### src/rtl/vrased_pkg.sv
// Shared types and constants for the VRASED violation-to-reset controller.
package vrased_pkg;

    typedef enum logic [1:0] {
        IDLE         = 2'b00,
        HOLD         = 2'b01,
        WAIT_HANDLER = 2'b10
    } state_t;

    localparam logic [15:0] RESET_HANDLER = 16'hfffe;

    localparam int SRC_ATOMICITY = 0;
    localparam int SRC_KEY       = 1;
    localparam int SRC_DMA       = 2;
    localparam int SRC_STACK     = 3;

endpackage

### src/rtl/vrased_reset_ctrl_if.sv
// Monitor-side bundle of the reset controller; level signals only, no handshake.
interface vrased_reset_ctrl_if
    import vrased_pkg::*;
#(
    parameter int N_SRC = 4
);
    logic [N_SRC-1:0] viol_in;
    logic [15:0]      pc;
    logic             clr_cause;
    logic             vrased_reset;
    logic [N_SRC-1:0] cause;
    logic [7:0]       viol_count;
    logic             busy;
    state_t           state;

    modport master (
        output viol_in, pc, clr_cause,
        input  vrased_reset, cause, viol_count, busy, state
    );

    modport slave (
        input  viol_in, pc, clr_cause,
        output vrased_reset, cause, viol_count, busy, state
    );
endinterface

### src/rtl/sat_counter.sv
// Up-counter with synchronous reset that sticks at its all-ones value.
module sat_counter #(
    parameter int WIDTH = 8
) (
    input  logic             clk,
    input  logic             reset,
    input  logic             inc,
    output logic [WIDTH-1:0] count
);
    always_ff @(posedge clk) begin
        if (reset) begin
            count <= '0;
        end else if (inc && (count != '1)) begin
            count <= count + WIDTH'(1);
        end
    end
endmodule

### src/rtl/vrased_reset_ctrl.sv
// Turns any monitor violation into one fixed-width PUC reset pulse, then waits
// for the CPU to reach the reset handler before accepting the next event.
module vrased_reset_ctrl
    import vrased_pkg::*;
#(
    parameter int          N_SRC         = 4,
    parameter int          HOLD_CYCLES   = 8,
    parameter logic [15:0] RESET_HANDLER = vrased_pkg::RESET_HANDLER
) (
    input logic                clk,
    input logic                reset,
    vrased_reset_ctrl_if.slave bus
);
    state_t           state;
    logic [7:0]       hold_cnt;
    logic [N_SRC-1:0] cause;
    logic             pulse;
    logic             busy;
    logic             accept;

    // Only a violation seen from IDLE counts as a new event.
    assign accept = (state == IDLE) && (|bus.viol_in);

    always_ff @(posedge clk) begin
        if (reset) begin
            state    <= IDLE;
            hold_cnt <= 8'd0;
            cause    <= '0;
            pulse    <= 1'b0;
            busy     <= 1'b0;
        end else begin
            case (state)
                IDLE: begin
                    if (|bus.viol_in) begin
                        cause    <= bus.viol_in;
                        hold_cnt <= 8'(HOLD_CYCLES - 1);
                        pulse    <= 1'b1;
                        busy     <= 1'b1;
                        state    <= HOLD;
                    end else if (bus.clr_cause) begin
                        cause <= '0;
                    end
                end
                HOLD: begin
                    cause <= cause | bus.viol_in;
                    if (hold_cnt == 8'd0) begin
                        pulse <= 1'b0;
                        state <= WAIT_HANDLER;
                    end else begin
                        hold_cnt <= hold_cnt - 8'd1;
                    end
                end
                WAIT_HANDLER: begin
                    // Monitors stay asserted until the handler runs, so no retrigger here.
                    cause <= cause | bus.viol_in;
                    if (bus.pc == RESET_HANDLER) begin
                        busy  <= 1'b0;
                        state <= IDLE;
                    end
                end
                default: begin
                    pulse <= 1'b0;
                    busy  <= 1'b0;
                    state <= IDLE;
                end
            endcase
        end
    end

    sat_counter #(.WIDTH(8)) u_viol_count (
        .clk   (clk),
        .reset (reset),
        .inc   (accept),
        .count (bus.viol_count)
    );

    assign bus.vrased_reset = pulse;
    assign bus.cause        = cause;
    assign bus.busy         = busy;
    assign bus.state        = state;
endmodule

### src/flat_wrapper.sv
// flat-port wrapper written by rule: the top's interface ports become plain ports
module vrased_reset_ctrl_flat import vrased_pkg::*;
#(
    parameter int          N_SRC         = 4,
    parameter int          HOLD_CYCLES   = 8,
    parameter logic [15:0] RESET_HANDLER = vrased_pkg::RESET_HANDLER
)
  (clk, reset, bus_viol_in, bus_pc, bus_clr_cause, bus_vrased_reset, bus_cause, bus_viol_count, bus_busy, bus_state);
  vrased_reset_ctrl_if #(.N_SRC(N_SRC)) bus_i ();
  input logic clk;
  input logic reset;
  input wire logic [$bits(bus_i.viol_in)-1:0] bus_viol_in;
  input wire logic [$bits(bus_i.pc)-1:0] bus_pc;
  input wire logic [$bits(bus_i.clr_cause)-1:0] bus_clr_cause;
  output wire logic [$bits(bus_i.vrased_reset)-1:0] bus_vrased_reset;
  output wire logic [$bits(bus_i.cause)-1:0] bus_cause;
  output wire logic [$bits(bus_i.viol_count)-1:0] bus_viol_count;
  output wire logic [$bits(bus_i.busy)-1:0] bus_busy;
  output wire logic [$bits(bus_i.state)-1:0] bus_state;
  assign bus_i.viol_in = bus_viol_in;
  assign bus_i.pc = bus_pc;
  assign bus_i.clr_cause = bus_clr_cause;
  assign bus_vrased_reset = bus_i.vrased_reset;
  assign bus_cause = bus_i.cause;
  assign bus_viol_count = bus_i.viol_count;
  assign bus_busy = bus_i.busy;
  assign bus_state = bus_i.state;
  vrased_reset_ctrl #(.N_SRC(N_SRC), .HOLD_CYCLES(HOLD_CYCLES), .RESET_HANDLER(RESET_HANDLER)) u_core (.clk(clk), .reset(reset), .bus(bus_i));
endmodule
### config.mk
export PLATFORM = sky130hd
export DESIGN_NAME = vrased_reset_ctrl_flat
export DESIGN_NICKNAME = d
export VERILOG_FILES = /design/src/rtl/vrased_pkg.sv /design/src/rtl/vrased_reset_ctrl_if.sv /design/src/rtl/sat_counter.sv /design/src/rtl/vrased_reset_ctrl.sv /design/src/flat_wrapper.sv
export SDC_FILE = /design/constraint.sdc
export NUM_CORES = 1
export LEC_CHECK = 0
export ABC_AREA = 1
export ABC_CLOCK_PERIOD_IN_PS = 3800
export CORE_MARGIN = 2
export CORE_UTILIZATION = 30
export CTS_CLUSTER_SIZE = 8
export DETAILED_ROUTE_END_ITERATION = 8
export GPL_TIMING_DRIVEN = 0
export PLACE_DENSITY = 0.62
export SYNTH_ARGS = -nofsm -noshare
export SYNTH_HDL_FRONTEND = slang
export SYNTH_SLANG_ARGS = --single-unit
### constraint.sdc
create_clock -name clk -period 3.8 [get_ports clk]
set_input_delay 0.76 -clock clk [delete_from_list [all_inputs] [get_ports clk]]
set_output_delay 0.76 -clock clk [all_outputs]
set_load 0.03 [all_outputs]
-- Yosys cells after proc, flatten, opt, wreduce, memory -nomap -nowiden
Cells that the tools add are included.
- add/subtract/negate cells: 2
- eq/ne operators: 9
- mux-type cells: 15
- bitwise gates (word level): 3
- reduce and logical (&&, ||, !) cells: 13
- operator list (operator ; number):
    equality test 16 bit, second input constant ; 1
    two-way mux 8 bit ; 2
    case mux 8 bit (2 select lines) ; 1
    AND reduction 3 bit ; 4
    adder 8 x 1 -> 8 bit, second input constant ; 1
    logical NOT 8 bit ; 1
    two-way mux 4 bit ; 2
    != test 8 bit, second input constant ; 1
    case mux 4 bit (2 select lines) ; 1
    subtractor 8 x 1 -> 8 bit, second input constant ; 1
    two-way mux 2 bit ; 3
    case mux 1 bit (3 select lines) ; 2
    case mux 2 bit (3 select lines) ; 1
    != test 2 x 1 -> 1 bit, second input constant ; 2
    != test 2 bit, second input constant ; 2
    OR 4 bit ; 1
    nonzero test 2 bit ; 2
    OR reduction 4 bit ; 1
    two-way mux 1 bit ; 3
    != test 3 bit, second input constant ; 1
    equality test 2 x 1 -> 1 bit, second input constant ; 1
    equality test 2 bit, second input constant ; 1
    logical AND 1 bit ; 2
    logical NOT 2 bit ; 1
    3 further kinds ; 4
- flip-flop bits (word level): 24
- input bits: 23
- logic and storage cells: 48

-- Depth between registers and ports, before layout
- depth in word-level cells: 4
- depth in mapped cells: 9

-- By module
From an unflattened synthesis, not the netlist that was laid out.
- cell total of the unflattened synthesis: 233
- area, all modules: 1529.0 µm²
- by module, submodules not included (module ; instances ; cells each ; area an instance (µm²)):
    vrased_reset_ctrl ; 1 ; 156 ; 1044.8
    sat_counter ; 1 ; 77 ; 484.2

-- Worst setup path before layout
No wires, ideal clock.
- kind: input to register
- start point: input port bus_viol_in[1]
- end point: register u_core.hold_cnt[0]
- setup time: 0.118 ns
- arrival: 1.467 ns
- required time: 3.682 ns
- path slack: 2.215 ns
- stages: 6
- cell sequence: nor2_2 > nand4_2 > nand3_2 > inv_2 > o21ai_1 > nor2_1
- cells in the longest elaborated chain, start to end: 3
- ends and longest elaborated chain (item ; line ; text):
    start: declaration ; flat_wrapper.sv:12 ; input wire logic [$bits(bus_i.viol_in)-1:0] bus_viol_in;
    OR reduction 4 bit ; vrased_reset_ctrl.sv:34 ; if (|bus.viol_in) begin
    != test 2 bit (no source line) ; -- ;
    AND reduction 3 bit (no source line) ; -- ;
    end signal: assignment ; vrased_reset_ctrl.sv:36 ; hold_cnt <= 8'(HOLD_CYCLES - 1);
    end signal: assignment ; vrased_reset_ctrl.sv:50 ; hold_cnt <= hold_cnt - 8'd1;
    end: declaration ; vrased_reset_ctrl.sv:15 ; logic [7:0] hold_cnt;
Every way passes these cells.
A chain may end at the register's enable or synchronous reset.

-- Worst setup path after layout
- start point: register u_core.u_viol_count.count[5]
- end point: output port bus_viol_count[5]
- RTL lines (item ; line ; text):
    start: declaration ; sat_counter.sv:8 ; output logic [WIDTH-1:0] count
    start signal: assignment ; sat_counter.sv:14 ; count <= count + WIDTH'(1);
    end: declaration ; flat_wrapper.sv:17 ; output wire logic [$bits(bus_i.viol_count)-1:0] bus_viol_count;
No word-level cell between the ends.

==> metrics.cfg <==
[run_status]
status=complete, no violations

[clock_tree]
cts_sinks=24
cts-buffers-inserted=3
clockBufferDepth=2
clk_pin_slew_worst_paths_ns=0.08
cts_resized=0
cts.htree.levels=1
cts-root-buf=clkbuf_8
clk_latency_ns=0.27
post-cts-setup-buffers=0
cts_tree=built
holdBufCountCts=0

[yosys]
syn_inst=215
avgSynthCellArea_um2=6.60
ys.flop_type=dfxtp_1
yosys.area.top_type=dfxtp_1
yosys-top-cells-count=62 x nand2_1, 25 x inv_1, 24 x dfxtp_1, 23 x nor2_1, 17 x a21oi_1
ys_seq_elements=24
synth_edf_count=0
synth.distinct_cells=27
synth.most_common_cell=nand2_1
ys_top_cells_by_area=dfxtp_1 34%, nand2_1 16%, inv_1 6.6%
synth_top_area_share_pct=33.9
yosysWarnings=0
syn-num-nets=244
ys_seq_area_share_pct=33.9
syn_area_mm2=0.00142
async_flop_share_pct=0

[critical_path]
rr_startpoint=u_core.bus.state[1]
worstPathRequired_ns=3.04
end_kind=output pin
crit_chain=clkdlybuf4s50_1
path_buf_inv=1
r2r_slack_ns=2.15
slowest_stage=clkdlybuf4s50_1
critPathMaxStageDelay_ns=0.72
cp-start-kind=register
r2r_cells=8
crit_arrival_ns=1.43
cp_max_fo=6
path_class=reg2out
r2r-end=u_core.hold_cnt[4]
path_delay_family=buffers and inverters

[floorplanning]
core_area_mm2=0.00463
die_w_um=72.8
die_height_um=72.8
io-pin-count=39
die-area_mm2=0.00530
row_count=25
start_util_pct=30.6

[sta]
fmax_mhz=456
setup_viol=0
holdWs_ns=0.467
tightest_slew_ns=0.454
fin_setup_tns_ns=0
slew_violations=0
min_period_over_period_pct=57.7
rsz0062_at_grt=no
period_needed_ns=2.19
relSlewSlack_pct=69.7
hold_violations=0
finClkSkew_ns=0.00252

[pwr]
combPwrFrac_pct=57.8
power.share.sequential_pct=28.9
swShare_pct=46.3
power.switching_w=0.000608
intPower_w=0.000705
p_clk_share_pct=13.3
fin_total_pwr_w=0.00131
power_leakage_nw=0.838
powerDensity_mw_per_mm2=687
ir_drop_mv=0.253

[detailed_routing]
drtIter0Drc=68
vias=1408
viasPerCell=4.54
post_drt_wl_per_cell_um=10.1
drt_pre_antenna_iters=4
antenna_left=0
drc=0
totalWireLength_mm=3.14

[global_routing]
grt_max_degree=14
first_global_vias=1238
antenna_found_initial=0
grt_pass1_wl_mm=5.40
grt_overflow=0
grt_usage_pct=12.6

[placed_design]
gp_congestion=0.870
port_buffers=37
place_inst=306
dp_hpwl_mm=2.48

[worst_hold_path]
hp-start=u_core.bus.cause[3]
hold_path_end=u_core.bus.cause[3]
hold_path.class=reg2reg
whs_path_depth=2

[layout]
syn_to_final_growth_pct=34.7
diodes=0
finalNonFillerCells=310
layout.nets=286
fin_util_pct=41.3
drive_above_1_share_pct=7.42
fillers=491

[job]
maxCapViolations=0

-- per-layer routing --
layer	vias to the layer above	GRT usage, %	routed length, µm
met5	-	0	0
met4	0	4.32	42
met3	4	2.35	138
met2	24	20.8	1440
met1	609	16.6	1520
li1	771	-	-
-- cell usage in the layout (no fill, tap or decap), types with 2 or more instances in the layout --
master           instances
ha_1                     6
inv_1                   25
nor2_1                  23
clkdlybuf4s50_1         37
nand3_1                 15
nand2_2                  2
o21ai_1                  2
inv_2                    3
nor2_2                   3
o21ai_0                  2
clkbuf_8                 5
nor3_1                   6
nand3_2                  2
dfxtp_1                 24
xnor2_1                  2
nand4_1                  7
xor2_1                   3
a21oi_1                 17
nand2_1                 62
o21ai_2                  2
-- power by group through the flow --
stage               sequential, W  clock (W)  combinational, W
finish                   0.000379   0.000175          0.000759
global route             0.000389   0.000194          0.000855
CTS                      0.000380   0.000185          0.000770
detailed placement       0.000386          0          0.000766
global placement         0.000384          0          0.000765
floorplan                0.000460          0          0.000473
-- cell type report --
class / instances / area, µm² / area share (%)
Timing Repair Buffer: 37 / 370 / 19.4
Buffer: 3 / 28.8 / 1.51
Sequential cell: 24 / 480 / 25.1
Inverter: 29 / 109 / 5.69
Tap cell: 54 / 67.6 / 3.53
Multi-Input combinational cell: 159 / 801 / 41.9
Clock buffer: 4 / 55.1 / 2.88
-- sequential cells by signal (all words and copies together), names as in the netlist --
register,flops
u_core.bus.state,2
u_core.hold_cnt,8
u_core.bus.vrased_reset,1
u_core.u_viol_count.count,8
u_core.bus.cause,4
u_core.bus.busy,1
-- metrics by stage --
stage	area [µm²]	setup slack, ns
after CTS	1910	1.60
after global routing	1910	1.55
after floorplan	1420	2.21
final	1910	1.61
after global placement	1860	1.53
after detailed placement	1860	1.55
-- cells by family after synthesis --
group	share of synthesized area (%)
xor gates and xnor gates	3.09
AOI/OAI and AO/OA	9.61
buffers and inverters	9.70
and+or+nand+nor	38.4
DFF	33.9
adders and majority gates	5.29
-- worst max-delay path by stage --
| stage | startpoint | cells past startpoint | endpoint | slack (ns) |
|---|---|---|---|---|
| final | u_core.u_viol_count.count[5] | 1 | bus_viol_count[5] | 1.61 |
| after global routing | u_core.u_viol_count.count[5] | 1 | bus_viol_count[5] | 1.55 |
| after CTS | u_core.u_viol_count.count[5] | 1 | bus_viol_count[5] | 1.60 |
| after detailed placement | bus_viol_in[1] | 7 | u_core.hold_cnt[0] | 1.55 |
| after global placement | bus_viol_in[1] | 7 | u_core.hold_cnt[0] | 1.53 |
| after floorplan | bus_viol_in[1] | 6 | u_core.hold_cnt[0] | 2.21 |
Note: power is estimated with default switching activity, not from simulation.
